<file path="src/rtl/vector_mux_pkg.sv">
// vector_mux_pkg -- shared constants and types for the vector_mux block.
//
// Contents:
//   WIDTH   default bit width of one vector lane (one IEEE-754 single word)
//   LANES   number of lanes per vector (fixed at 4)
//   lane_t  one lane word, logic [WIDTH-1:0]
//   vec_zero_lane()  all-zero lane word, the value outputs take in reset
package vector_mux_pkg;

  localparam int WIDTH = 32;
  localparam int LANES = 4;

  typedef logic [WIDTH-1:0] lane_t;

  function automatic lane_t vec_zero_lane();
    return '0;
  endfunction

endpackage

</file>
<file path="src/rtl/vector_mux_lane_mux.sv">
// lane_mux -- one 2:1 selection of a WIDTH-bit lane word.
//
// Ports:
//   i_a    lane word from vector A
//   i_b    lane word from vector B
//   i_sel  0 passes i_a, 1 passes i_b
//   o_y    selected word, bit-exact copy of the chosen input
module lane_mux #(
  parameter int WIDTH = 32
) (
  input  logic [WIDTH-1:0] i_a,
  input  logic [WIDTH-1:0] i_b,
  input  logic             i_sel,
  output logic [WIDTH-1:0] o_y
);

  // Plain bit selection: lane words are never interpreted as floats.
  assign o_y = i_sel ? i_b : i_a;

endmodule

</file>
<file path="src/rtl/vector_mux.sv">
// vector_mux -- selects one of two 4-lane vectors with a single control bit.
//
// Ports:
//   clk            rising-edge clock (used only with the output register)
//   rst            synchronous active-high reset (output register only)
//   vin11..vin14   vector A, lanes 1..4
//   vin21..vin24   vector B, lanes 1..4
//   control        0 = vector A, 1 = vector B, shared by all lanes
//   vout1..vout4   selected vector, lanes 1..4
//
// Build option:
//   VECTOR_MUX_OUTREG_EN  defined   -> outputs registered, 1-cycle latency,
//                                      cleared to zero by rst
//                         undefined -> outputs purely combinational,
//                                      clk and rst have no effect
// The port list is the same in both builds.
module vector_mux
  import vector_mux_pkg::*;
#(
  parameter int WIDTH = vector_mux_pkg::WIDTH
) (
  input  logic             clk,
  input  logic             rst,
  input  logic [WIDTH-1:0] vin11,
  input  logic [WIDTH-1:0] vin12,
  input  logic [WIDTH-1:0] vin13,
  input  logic [WIDTH-1:0] vin14,
  input  logic [WIDTH-1:0] vin21,
  input  logic [WIDTH-1:0] vin22,
  input  logic [WIDTH-1:0] vin23,
  input  logic [WIDTH-1:0] vin24,
  input  logic             control,
  output logic [WIDTH-1:0] vout1,
  output logic [WIDTH-1:0] vout2,
  output logic [WIDTH-1:0] vout3,
  output logic [WIDTH-1:0] vout4
);

  logic [WIDTH-1:0] w_a   [LANES];
  logic [WIDTH-1:0] w_b   [LANES];
  logic [WIDTH-1:0] w_sel [LANES];
  logic [WIDTH-1:0] w_out [LANES];

  assign w_a[0] = vin11;
  assign w_a[1] = vin12;
  assign w_a[2] = vin13;
  assign w_a[3] = vin14;

  assign w_b[0] = vin21;
  assign w_b[1] = vin22;
  assign w_b[2] = vin23;
  assign w_b[3] = vin24;

  // Every lane sees the same control net, so lanes can never be mixed
  // between the two vectors within one cycle.
  generate
    for (genvar gi = 0; gi < LANES; gi++) begin : g_lane
      lane_mux #(
        .WIDTH (WIDTH)
      ) u_lane_mux (
        .i_a   (w_a[gi]),
        .i_b   (w_b[gi]),
        .i_sel (control),
        .o_y   (w_sel[gi])
      );
    end
  endgenerate

`ifdef VECTOR_MUX_OUTREG_EN
  logic [WIDTH-1:0] r_vout [LANES];

  // No enable: each lane recaptures its selected word on every edge,
  // and reset wins over capture.
  generate
    for (genvar gi = 0; gi < LANES; gi++) begin : g_outreg
      always_ff @(posedge clk) begin
        if (rst) begin
          r_vout[gi] <= '0;
        end else begin
          r_vout[gi] <= w_sel[gi];
        end
      end

      assign w_out[gi] = r_vout[gi];
    end
  endgenerate
`else
  // Clock and reset are deliberately unused in the combinational build;
  // fold them into a sink so the port list stays identical.
  logic w_unused;
  assign w_unused = ^{clk, rst};

  generate
    for (genvar gi = 0; gi < LANES; gi++) begin : g_comb
      assign w_out[gi] = w_sel[gi];
    end
  endgenerate
`endif

  assign vout1 = w_out[0];
  assign vout2 = w_out[1];
  assign vout3 = w_out[2];
  assign vout4 = w_out[3];

endmodule

</file>
<file path="config.mk">
export PLATFORM = sky130hd
export DESIGN_NAME = vector_mux
export DESIGN_NICKNAME = d
export VERILOG_FILES = /design/src/rtl/vector_mux_pkg.sv /design/src/rtl/vector_mux_lane_mux.sv /design/src/rtl/vector_mux.sv
export SDC_FILE = /design/constraint.sdc
export NUM_CORES = 1
export LEC_CHECK = 0
export ABC_CLOCK_PERIOD_IN_PS = 800
export BUFFER_PORTS_ARGS = -buffer_cell sky130_fd_sc_hd__buf_4
export CAP_MARGIN = 20
export CORE_AREA = 2 2 149 151
export DETAILED_ROUTE_END_ITERATION = 16
export DIE_AREA = 0 0 151 153
export PLACE_DENSITY = 0.45
export SYNTH_ARGS = -nofsm -noshare
export SYNTH_HDL_FRONTEND = slang
export SYNTH_SLANG_ARGS = --single-unit
</file>
<file path="constraint.sdc">
create_clock -name vclk -period 0.8
set_clock_uncertainty 0.05 [all_clocks]
set_input_delay 0 -clock vclk [all_inputs]
set_output_delay 0 -clock vclk [all_outputs]
set_load 0.01 [all_outputs]
</file>
; Yosys cells after proc, flatten, opt, wreduce, memory -nomap -nowiden
; Cells that the tools add are included.
[totals]
ff_bits = 0
in_bits = 259
out_inout_bits = 128
wordCells = 4
[classes]
n_mux = 4
[ops]
columns = op, count
row1 = $mux W32, 4

; Longest topological paths before layout
; Gate-level depths: netlist (run 1).
[logic_depth]
ltp_word = 1
depth_mapped = 3
mapped_depth_nobuf = 1

; Hierarchy
; From an unflattened synthesis (run 1), not the netlist that was laid out.
[unflattened]
cells_unflattened = 144
hier_area_um2 = 2177.1
[modules_own_cells]
columns = mod, instances, cells_per_inst, area_per_inst_um2, seq_area_each_um2
row1 = lane_mux, 4, 36, 544.3, 0.0

; Least setup slack after synthesis (run 1)
; No wires, ideal clock.
[synth_path]
kind = input to output
from = in control
to = out vout1[0]
t_arrival_ns = 0.651
required_ns = 0.750
path_slack_ns = 0.099
stages = 3
path_buffers = 2
cell_sequence = buf_6 -> clkbuf_8 -> mux2_2
[synth_via]
elab_chain_cells = 1
[synth_rtl]
columns = element, line
row1 = from (decl), vector_mux.sv:32  ; input logic control,
row2 = $mux W32, vector_mux_lane_mux.sv:18  ; assign o_y = i_sel ? i_b : i_a;
row3 = to (decl), vector_mux.sv:33  ; output logic [WIDTH-1:0] vout1,
; Every way passes these cells.

; Final worst setup path (run 1)
[layout_path]
from = in control
to = out vout2[18]
[layout_via]
elab_chain_cells = 1
[layout_rtl]
columns = element, line
row1 = $mux W32, vector_mux_lane_mux.sv:18
row2 = to (decl), vector_mux.sv:34  ; output logic [WIDTH-1:0] vout2,
; Every way passes these cells.

==> results of run 1 <==
==> through the flow <==
step	utilization, %	power [mW]	setup WS [ps]	setup TNS [ps]
2_1_floorplan	-	1.04	98.9	0
3_3_place_gp	22.8	2.91	-196	-18690
3_5_place_dp	22.8	2.91	-201	-19180
4_1_cts	24.7	3.23	-175	-15520
5_1_grt	27.8	3.93	-180	-16550
6_report	27.8	3.73	-151	-13390
==> metal layers <==
metal	up-vias	part of all wire, %
met3	4	9.4
met4	0	0.49
li1	1348	-
met5	-	0
met1	1324	33
met2	215	58
==> area by class of cell <==
class | instances | share of cell area [%]
Timing Repair Buffer | 414 | 63.6
Multi-Input combinational cell | 128 | 30.5
Tap cell | 280 | 5.86
==> power breakdown <==
part           internal, mW  switching, mW  total, mW
Sequential                0              0          0
Combinational          2.55           1.17       3.73
Clock                     0              0          0
Total                  2.55           1.17       3.73
==> worst max-delay path: stages <==
cell,delay (ps)
sky130_fd_sc_hd__buf_12,130
sky130_fd_sc_hd__clkbuf_16,170
sky130_fd_sc_hd__clkbuf_16,170
sky130_fd_sc_hd__mux2_4,300
sky130_fd_sc_hd__buf_6,120
==> cell families (layout without fill, tap and decap cells) <==
family   count (synthesis)  count (layout)  share of synthesized area [%]
mux                    128             128                           89.0
buf+inv                 14             414                           11.0
==> repair_timing <==
item                                    CTS  global route
buffers inserted                          1             0
gates resized for setup                  95           138
endpoints found under the setup margin  126           126
gates cloned                              1             7
hold buffers                              0             0
==> how the worst max path moves through the flow <==
stage | startpoint | endpoint | slack (ps) | cells after the start
after floorplan | control | vout1[0] | 100 | 3
after global placement | control | vout1[30] | -200 | 5
after detailed placement | control | vout1[30] | -200 | 5
after CTS | control | vout1[30] | -170 | 5
after global routing | control | vout3[12] | -180 | 5
final | control | vout2[18] | -150 | 5
==> cell usage in the layout (no fill, tap or decap) <==
master and instances:
sky130_fd_sc_hd__buf_12 8, sky130_fd_sc_hd__buf_16 1, sky130_fd_sc_hd__buf_4 284, sky130_fd_sc_hd__buf_6 105
sky130_fd_sc_hd__buf_8 10, sky130_fd_sc_hd__clkbuf_16 6, sky130_fd_sc_hd__mux2_2 26, sky130_fd_sc_hd__mux2_4 102
==> flow_metrics.py, run 1 <==
metrics = {
    "drt": {
        "via_count": 2891,
        "drt_first_iter_violations": 36,
        "average_detailed_routed_wire_length_per_instance_um": 15.7,
        "first_pass_iters": 4,
        "vias_per_cell": 3.52,
        "drtAntennaViolNets": 0,
        "totalWireLength_um": 12900,
        "drcViolationCount": 0,
    },
    "synthesis": {
        "ys_warn_count": 0,
        "yosysUniqueCellTypes": 3,
        "synthMostInstantiatedCell": "sky130_fd_sc_hd__mux2_2",
        "avg_inst_size_synth_um2": 11.4,
        "ys_top_cells_by_count": "128 x sky130_fd_sc_hd__mux2_2, 8 x sky130_fd_sc_hd__clkbuf_8, 6 x sky130_fd_sc_hd__buf_6",
        "post_synth_instance_area_um2": 1620,
        "netlist.area_leader.share_pct": 89.0,
        "number_of_cells_produced_by_synthesis": 142,
        "synthDominantAreaCellType": "sky130_fd_sc_hd__mux2_2",
        "synth_seq_area_share_pct": 0,
        "synth_top_cells_by_area": "sky130_fd_sc_hd__mux2_2 89%, sky130_fd_sc_hd__clkbuf_8 6.8%, sky130_fd_sc_hd__buf_6 4.2%",
        "synthesis.nets": 401,
    },
    "timing": {
        "rsz_0062_raised_after_global_routing": "true",
        "finalCriticalPeriod_ps": 951,
        "max_freq_mhz": 1050,
        "hold_viol": 0,
        "worst_hold_slack_ps": 246,
        "timing.final.setup_violations": 126,
        "worst_pin_slew_ps": 85.6,
        "maxSlewViolCount": 0,
        "timing.max_slew.rel_slack_pct": 94.3,
        "layout_setup_ws_ps": -151,
        "fin_crit_sh_pct": 119,
    },
    "global_routing": {
        "grt_util_met3_pct": 1.19,
        "groute.layer.met1.usage_pct": 9.05,
        "global_route.peak_usage_layer": "met2",
        "grtUsageMet2_pct": 19.3,
        "antenna_violations_before_repair": 0,
        "first_pass_grt_wire_length_um": 16200,
        "maximum_number_of_pins_on_one_net_before_global_route_repair": 19,
        "grt_pass1_vias": 3071,
        "gr-usage-all-layers_pct": 8.86,
        "grt.overflow.total": 0,
    },
    "hold_path": {
        "holdPathStages": 3,
        "hold_path_class": "in2out",
        "worstHoldEndpoint": "vout2[23]",
        "hold_path.startpoint": "vin22[23]",
    },
    "floorplan": {
        "placementRows": 54,
        "core-area_um2": 21500,
        "floorplan_die_height_um": 153,
        "fp.dieArea_um2": 23100,
        "boundaryPins": 387,
        "floorplan.die.width_um": 151,
        "floorplan.initialDensity_pct": 7.54,
    },
    "finish": {
        "finalNetCount": 803,
        "diodes": 0,
        "final_design_area_no_fill_um2": 5980,
        "final.fill_count": 2264,
        "multiInputGateArea_um2": 1820,
        "n_sequential_cell": 0,
        "area.sequential_um2": 0,
        "area_growth_syn_to_layout_pct": 269,
        "drive_gt1_share_pct": 100,
        "instances_no_fill": 822,
        "clock_buffers": 0,
    },
    "critical_path": {
        "critPathArrivalTime_ps": 900,
        "crit_type": "in2out",
        "startpoint_class_of_the_critical_path": "primary input",
        "crit_path_max_fanout": 7,
        "crit_path_end_kind": "output pin",
        "req_time_crit_path_ps": 750,
    },
    "placement": {
        "detailed_place_hpwl_um": 10100,
        "finalWeightedCongestion": 0.718,
        "io_buffers": 385,
        "post_dp_cell_area_um2": 4910,
        "placed_cells_incl_taps": 813,
    },
    "power_and_ir_drop": {
        "pwr_density_cell_nw_per_um2": 623,
        "p_leak_nw": 3.18,
        "power.ir.vdd_worst_mv": 0.294,
    },
    "outcome": {
        "outcome": "finished with violations",
        "violations": "setup timing",
    },
    "flow_run": {
        "drv_cap": 0,
    },
}
Note: power is estimated with default switching activity, not from simulation.
==> run 2: changes to the inputs <==
--- a/config.mk
+++ b/config.mk
@@ -11,7 +11,8 @@
 export CORE_AREA = 2 2 149 151
 export DETAILED_ROUTE_END_ITERATION = 16
 export DIE_AREA = 0 0 151 153
-export PLACE_DENSITY = 0.45
+export PLACE_DENSITY = 0.48
 export SYNTH_ARGS = -nofsm -noshare
 export SYNTH_HDL_FRONTEND = slang
+export SYNTH_HIERARCHICAL = 1
 export SYNTH_SLANG_ARGS = --single-unit
==> flow_metrics.py, run 2 <==
metrics = {
    "finish": {
        "area.sequential_um2": 0,
        "n_sequential_cell": 0,
        "clock_buffers": 0,
        "diodes": 0,
        "most_frequent_cells_in_the_layout": "270 x sky130_fd_sc_hd__buf_4, 128 x sky130_fd_sc_hd__mux2_4, 122 x sky130_fd_sc_hd__buf_6",
        "finalNetCount": 808,
        "area_growth_syn_to_layout_pct": 185,
        "drive_gt1_share_pct": 100,
        "layout.cells.most_common": "sky130_fd_sc_hd__buf_4",
        "finish.utilization_pct": 28.9,
    },
    "synthesis": {
        "yosysUniqueCellTypes": 4,
        "yosys.area_share.simple_pct": 0,
        "synthDominantAreaCellType": "sky130_fd_sc_hd__mux2_4",
        "ys_warn_count": 6,
        "number_of_cells_produced_by_synthesis": 144,
        "synthesis.nets": 403,
        "synth-adder-area-share_pct": 0,
        "post_synth_instance_area_um2": 2180,
        "synth_top_family_by_area": "multiplexers",
        "synthXorXnorAreaFrac_pct": 0,
        "ys_top_cells_by_count": "120 x sky130_fd_sc_hd__mux2_4, 12 x sky130_fd_sc_hd__buf_12, 8 x sky130_fd_sc_hd__mux2_2",
        "synth_top_cells_by_area": "sky130_fd_sc_hd__mux2_4 83%, sky130_fd_sc_hd__buf_12 11%, sky130_fd_sc_hd__mux2_2 4.1%",
        "synth_seq_area_share_pct": 0,
        "avg_inst_size_synth_um2": 15.1,
        "synthMostInstantiatedCell": "sky130_fd_sc_hd__mux2_4",
        "synth.mux.area_fraction_pct": 86.9,
        "synth-compound-area-share_pct": 0,
        "netlist.area_leader.share_pct": 82.8,
    },
    "timing": {
        "max_freq_mhz": 1050,
        "layout_setup_ws_ps": -155,
        "maxSlewViolCount": 0,
        "timing.max_slew.rel_slack_pct": 93.2,
        "totalNegativeSetupSlack_ps": -14580,
        "worst_pin_slew_ps": 102,
        "fin_crit_sh_pct": 119,
        "timing.final.setup_violations": 125,
        "hold_viol": 0,
        "finalCriticalPeriod_ps": 955,
        "rsz_0062_raised_after_global_routing": "true",
    },
    "floorplan": {
        "boundaryPins": 387,
        "core-area_um2": 21500,
        "floorplan_die_height_um": 153,
        "floorplan.initialDensity_pct": 10.1,
        "floorplan.die.width_um": 151,
        "placementRows": 54,
        "fp.dieArea_um2": 23100,
    },
    "critical_path": {
        "req_time_crit_path_ps": 750,
        "startpoint_class_of_the_critical_path": "primary input",
        "crit_type": "in2out",
        "crit_path_end_kind": "output pin",
        "worstPathCellList": "buf_16, clkbuf_16, buf_12, mux2_4, buf_6",
        "crit_path_max_fanout": 8,
        "cp_slowest_cell": "sky130_fd_sc_hd__mux2_4",
        "critical-path-max-stage-delay_ps": 310,
        "critPathArrivalTime_ps": 910,
    },
    "power_and_ir_drop": {
        "p_sw_share_pct": 30.1,
        "seq_power_share_pct": 0,
        "internal_power_mw": 2.68,
        "pwr_density_cell_nw_per_um2": 617,
        "switching_power_mw": 1.15,
        "p_clk_share_pct": 0,
        "p_leak_nw": 3.35,
        "power.ir.vdd_worst_mv": 0.232,
        "comb_power_share_pct": 100.0,
    },
    "drt": {
        "totalWireLength_um": 12100,
        "drtAntennaViolNets": 0,
        "via_count": 2854,
        "first_pass_iters": 3,
        "average_detailed_routed_wire_length_per_instance_um": 14.6,
        "drcViolationCount": 0,
        "drt_first_iter_violations": 31,
        "vias_per_cell": 3.45,
    },
    "global_routing": {
        "grt.overflow.total": 0,
        "antenna_violations_before_repair": 0,
        "grt_pass1_vias": 2945,
        "gr-usage-all-layers_pct": 8.50,
        "maximum_number_of_pins_on_one_net_before_global_route_repair": 16,
        "first_pass_grt_wire_length_um": 15600,
    },
    "placement": {
        "io_buffers": 385,
        "finalWeightedCongestion": 0.748,
        "detailed_place_hpwl_um": 10300,
    },
    "hold_path": {
        "hold_path_class": "in2out",
        "worstHoldEndpoint": "vout3[4]",
        "holdPathStages": 3,
        "hold_path.startpoint": "vin13[4]",
    },
    "flow_run": {
        "drv_cap": 0,
    },
    "outcome": {
        "outcome": "finished with violations",
        "violations": "setup timing",
    },
    "cts": {
        "cts-hold-fix-buffers": 0,
    },
}
## run 2: cell count changes in the layout (fill, tap and decap cells not counted), sizes merged
cell / previous run / this run
buf: 408 / 414
clkbuf: 6 / 5
## run 2: power by group through the flow
stage	logic (mW)	registers (mW)	clock network, mW
after floorplan	1.44	0	0
after global placement	3.27	0	0
after detailed placement	3.28	0	0
after CTS	3.58	0	0
after global routing	4.07	0	0
final	3.83	0	0
## run 2: cell families (layout without fill, tap and decap cells)
kind of cell / after synthesis / count (layout)
muxes: 128 / 128
buffers and inverters: 16 / 419
## run 2: worst max-delay path, delay by kind of cell
kind	cells	cell delay, ps
mux	1	310
buf+inv	4	580
## run 2: layout make-up
cell class | count | area (um2)
Fill cell | 2249 | 15300
Multi-Input combinational cell | 128 | 1920
Tap cell | 280 | 350
Timing Repair Buffer | 419 | 3940
## run 2: routing by layer
metal / GRT usage [%] / up-vias / wire length, um
met4: 0.668 / 0 / 101
li1: - / 1358 / -
met2: 17.7 / 215 / 6610
met1: 8.58 / 1273 / 3990
met3: 2.06 / 8 / 1370
met5: 0 / - / 0
## run 2: timing repair
| action | 4_1_cts | 5_1_grt |
|---|---|---|
| setup buffers | 2 | 1 |
| cloned | 1 | 5 |
| endpoints found under the hold margin | 0 | 0 |
| gates resized for setup | 87 | 79 |
| setup endpoints to repair | 124 | 126 |
## run 2: stage by stage
| stage | cell area, um2 | power, mW | hold slack [ps] | setup WS (ps) | cells |
|---|---|---|---|---|---|
| after floorplan | 2180 | 1.44 | 84.6 | 183 | 144 |
| after global placement | 5400 | 3.27 | 252 | -159 | 818 |
| final | 6210 | 3.83 | 244 | -155 | 827 |
| after CTS | 5770 | 3.58 | 246 | -154 | 821 |
| after global routing | 6210 | 4.07 | 248 | -182 | 827 |
| after detailed placement | 5400 | 3.28 | 253 | -177 | 818 |
## run 2: worst max path at each step
stage          slack [ps]        end  startpoint
6_report             -160  vout1[30]     control
5_1_grt              -180  vout1[30]     control
4_1_cts              -150   vout4[1]     control
3_5_place_dp         -180  vout1[25]     control
3_3_place_gp         -160  vout1[12]     control
2_1_floorplan         180   vout1[0]     control
==> run 3: changes to the inputs <==
--- a/config.mk
+++ b/config.mk
@@ -5,13 +5,13 @@
 export SDC_FILE = /design/constraint.sdc
 export NUM_CORES = 1
 export LEC_CHECK = 0
-export ABC_CLOCK_PERIOD_IN_PS = 800
+export ABC_CLOCK_PERIOD_IN_PS = 900
 export BUFFER_PORTS_ARGS = -buffer_cell sky130_fd_sc_hd__buf_4
 export CAP_MARGIN = 20
 export CORE_AREA = 2 2 149 151
 export DETAILED_ROUTE_END_ITERATION = 16
 export DIE_AREA = 0 0 151 153
-export PLACE_DENSITY = 0.48
+export PLACE_DENSITY = 0.47
 export SYNTH_ARGS = -nofsm -noshare
 export SYNTH_HDL_FRONTEND = slang
 export SYNTH_HIERARCHICAL = 1
==> constraint.sdc (replaced) <==
create_clock -name vclk -period 0.9
set_clock_uncertainty 0.05 [all_clocks]
set_input_delay 0 -clock vclk [all_inputs]
set_output_delay 0 -clock vclk [all_outputs]
set_load 0.01 [all_outputs]
==> flow_metrics.py, run 3 (synthesized netlist as in run 2, its figures left out) <==
metrics = {
    "timing": {
        "max_freq_mhz": 1070,
        "totalNegativeSetupSlack_ps": -1000,
        "rsz_0062_raised_after_global_routing": "true",
        "maxSlewViolCount": 0,
        "fin_crit_sh_pct": 104,
        "hold_viol": 0,
        "layout_setup_ws_ps": -33.8,
        "timing.final.setup_violations": 74,
        "finalCriticalPeriod_ps": 934,
        "worst_pin_slew_ps": 146,
        "timing.max_slew.rel_slack_pct": 90.3,
    },
    "floorplan": {
        "boundaryPins": 387,
        "floorplan.die.width_um": 151,
        "core-area_um2": 21500,
        "floorplan.initialDensity_pct": 10.1,
        "floorplan_die_height_um": 153,
        "placementRows": 54,
        "fp.dieArea_um2": 23100,
    },
    "hold_path": {
        "holdPathStages": 3,
        "hold_path_class": "in2out",
    },
    "critical_path": {
        "crit_path_end_kind": "output pin",
        "critPathArrivalTime_ps": 880,
        "worstPathCellList": "buf_8, buf_12, buf_4, mux2_4, buf_4",
        "critical-path-max-stage-delay_ps": 300,
        "cpMostUsedCell": "sky130_fd_sc_hd__buf_4",
        "startpoint_class_of_the_critical_path": "primary input",
        "crit_path_max_fanout": 17,
        "cp_slowest_cell": "sky130_fd_sc_hd__mux2_4",
        "req_time_crit_path_ps": 850,
        "critical_path.startpoint": "control",
        "crit_type": "in2out",
        "worst_setup_path_endpoint": "vout3[8]",
    },
    "placement": {
        "detailed_place_hpwl_um": 11100,
        "finalWeightedCongestion": 0.703,
        "io_buffers": 385,
        "post_dp_cell_area_um2": 5430,
    },
    "global_routing": {
        "gr-usage-all-layers_pct": 8.71,
        "first_pass_grt_wire_length_um": 15700,
        "grt.overflow.total": 0,
        "antenna_violations_before_repair": 0,
        "maximum_number_of_pins_on_one_net_before_global_route_repair": 18,
        "grt_pass1_vias": 2973,
    },
    "drt": {
        "totalWireLength_um": 11800,
        "vias_per_cell": 3.43,
        "via_count": 2837,
        "drcViolationCount": 0,
        "drt_first_iter_violations": 36,
        "average_detailed_routed_wire_length_per_instance_um": 14.3,
        "first_pass_iters": 3,
        "drtAntennaViolNets": 0,
    },
    "finish": {
        "n_sequential_cell": 0,
        "diodes": 0,
        "drive_gt1_share_pct": 100,
        "multiInputGateArea_um2": 1900,
        "area_growth_syn_to_layout_pct": 158,
        "layout.cells.most_common": "sky130_fd_sc_hd__buf_4",
        "area.sequential_um2": 0,
        "clock_buffers": 0,
        "most_frequent_cells_in_the_layout": "374 x sky130_fd_sc_hd__buf_4, 123 x sky130_fd_sc_hd__mux2_4, 38 x sky130_fd_sc_hd__buf_6",
        "final_design_area_no_fill_um2": 5620,
        "finalNetCount": 808,
        "final.fill_count": 2319,
    },
    "power_and_ir_drop": {
        "p_leak_nw": 3.12,
        "pwr_density_cell_nw_per_um2": 542,
        "power.ir.vdd_worst_mv": 0.208,
    },
    "flow_run": {
        "drv_cap": 0,
    },
    "outcome": {
        "outcome": "finished with violations",
        "violations": "setup timing",
    },
    "cts": {
        "cts-hold-fix-buffers": 0,
    },
}
[run 3: worst min path at each step]
stage | to | start
floorplan | vout1[0] | vin21[0]
global placement | vout1[10] | vin11[10]
detailed placement | vout4[3] | vin24[3]
CTS | vout1[10] | vin21[10]
global route | vout1[17] | vin21[17]
finish | vout3[0] | vin23[0]
[run 3: through the flow]
step / std cells / worst slack (ps) / total power, mW / hold WS (ps) / utilization (%)
5_1_grt: 827 / -63.8 / 3.25 / 250 / 26.2
2_1_floorplan: 144 / 283 / 1.28 / 84.6 / -
6_report: 827 / -33.8 / 3.05 / 244 / 26.2
3_3_place_gp: 824 / -73.0 / 2.97 / 252 / 25.3
3_5_place_dp: 824 / -76.9 / 2.97 / 252 / 25.3
4_1_cts: 827 / -48.9 / 3.08 / 246 / 26.0
[run 3: layout make-up]
class              count  area share [%]
repair buffers       419            59.9
well taps            280            6.23
multi-input cells    128            33.8
[run 3: timing repair]
action	in CTS	in global routing
setup buffers	3	0
resized for setup	30	12
setup endpoints to repair	110	115
[run 3: where the power goes]
part / switching (mW) / internal, mW
Sequential: 0 / 0
Clock: 0 / 0
Combinational: 0.959 / 2.09
[run 3: critical path, delay by kind of cell]
| kind | cells | cell delay, ps |
|---|---|---|
| buf+inv | 4 | 570 |
| mux | 1 | 300 |
[run 3: per-layer routing]
metal	GRT usage (%)	vias to the layer above	share of wire, %
li1	-	1351	-
met1	10.2	1264	37
met2	16.3	220	49
met3	2.69	2	13
met4	0.312	0	0.41
met5	0	-	0
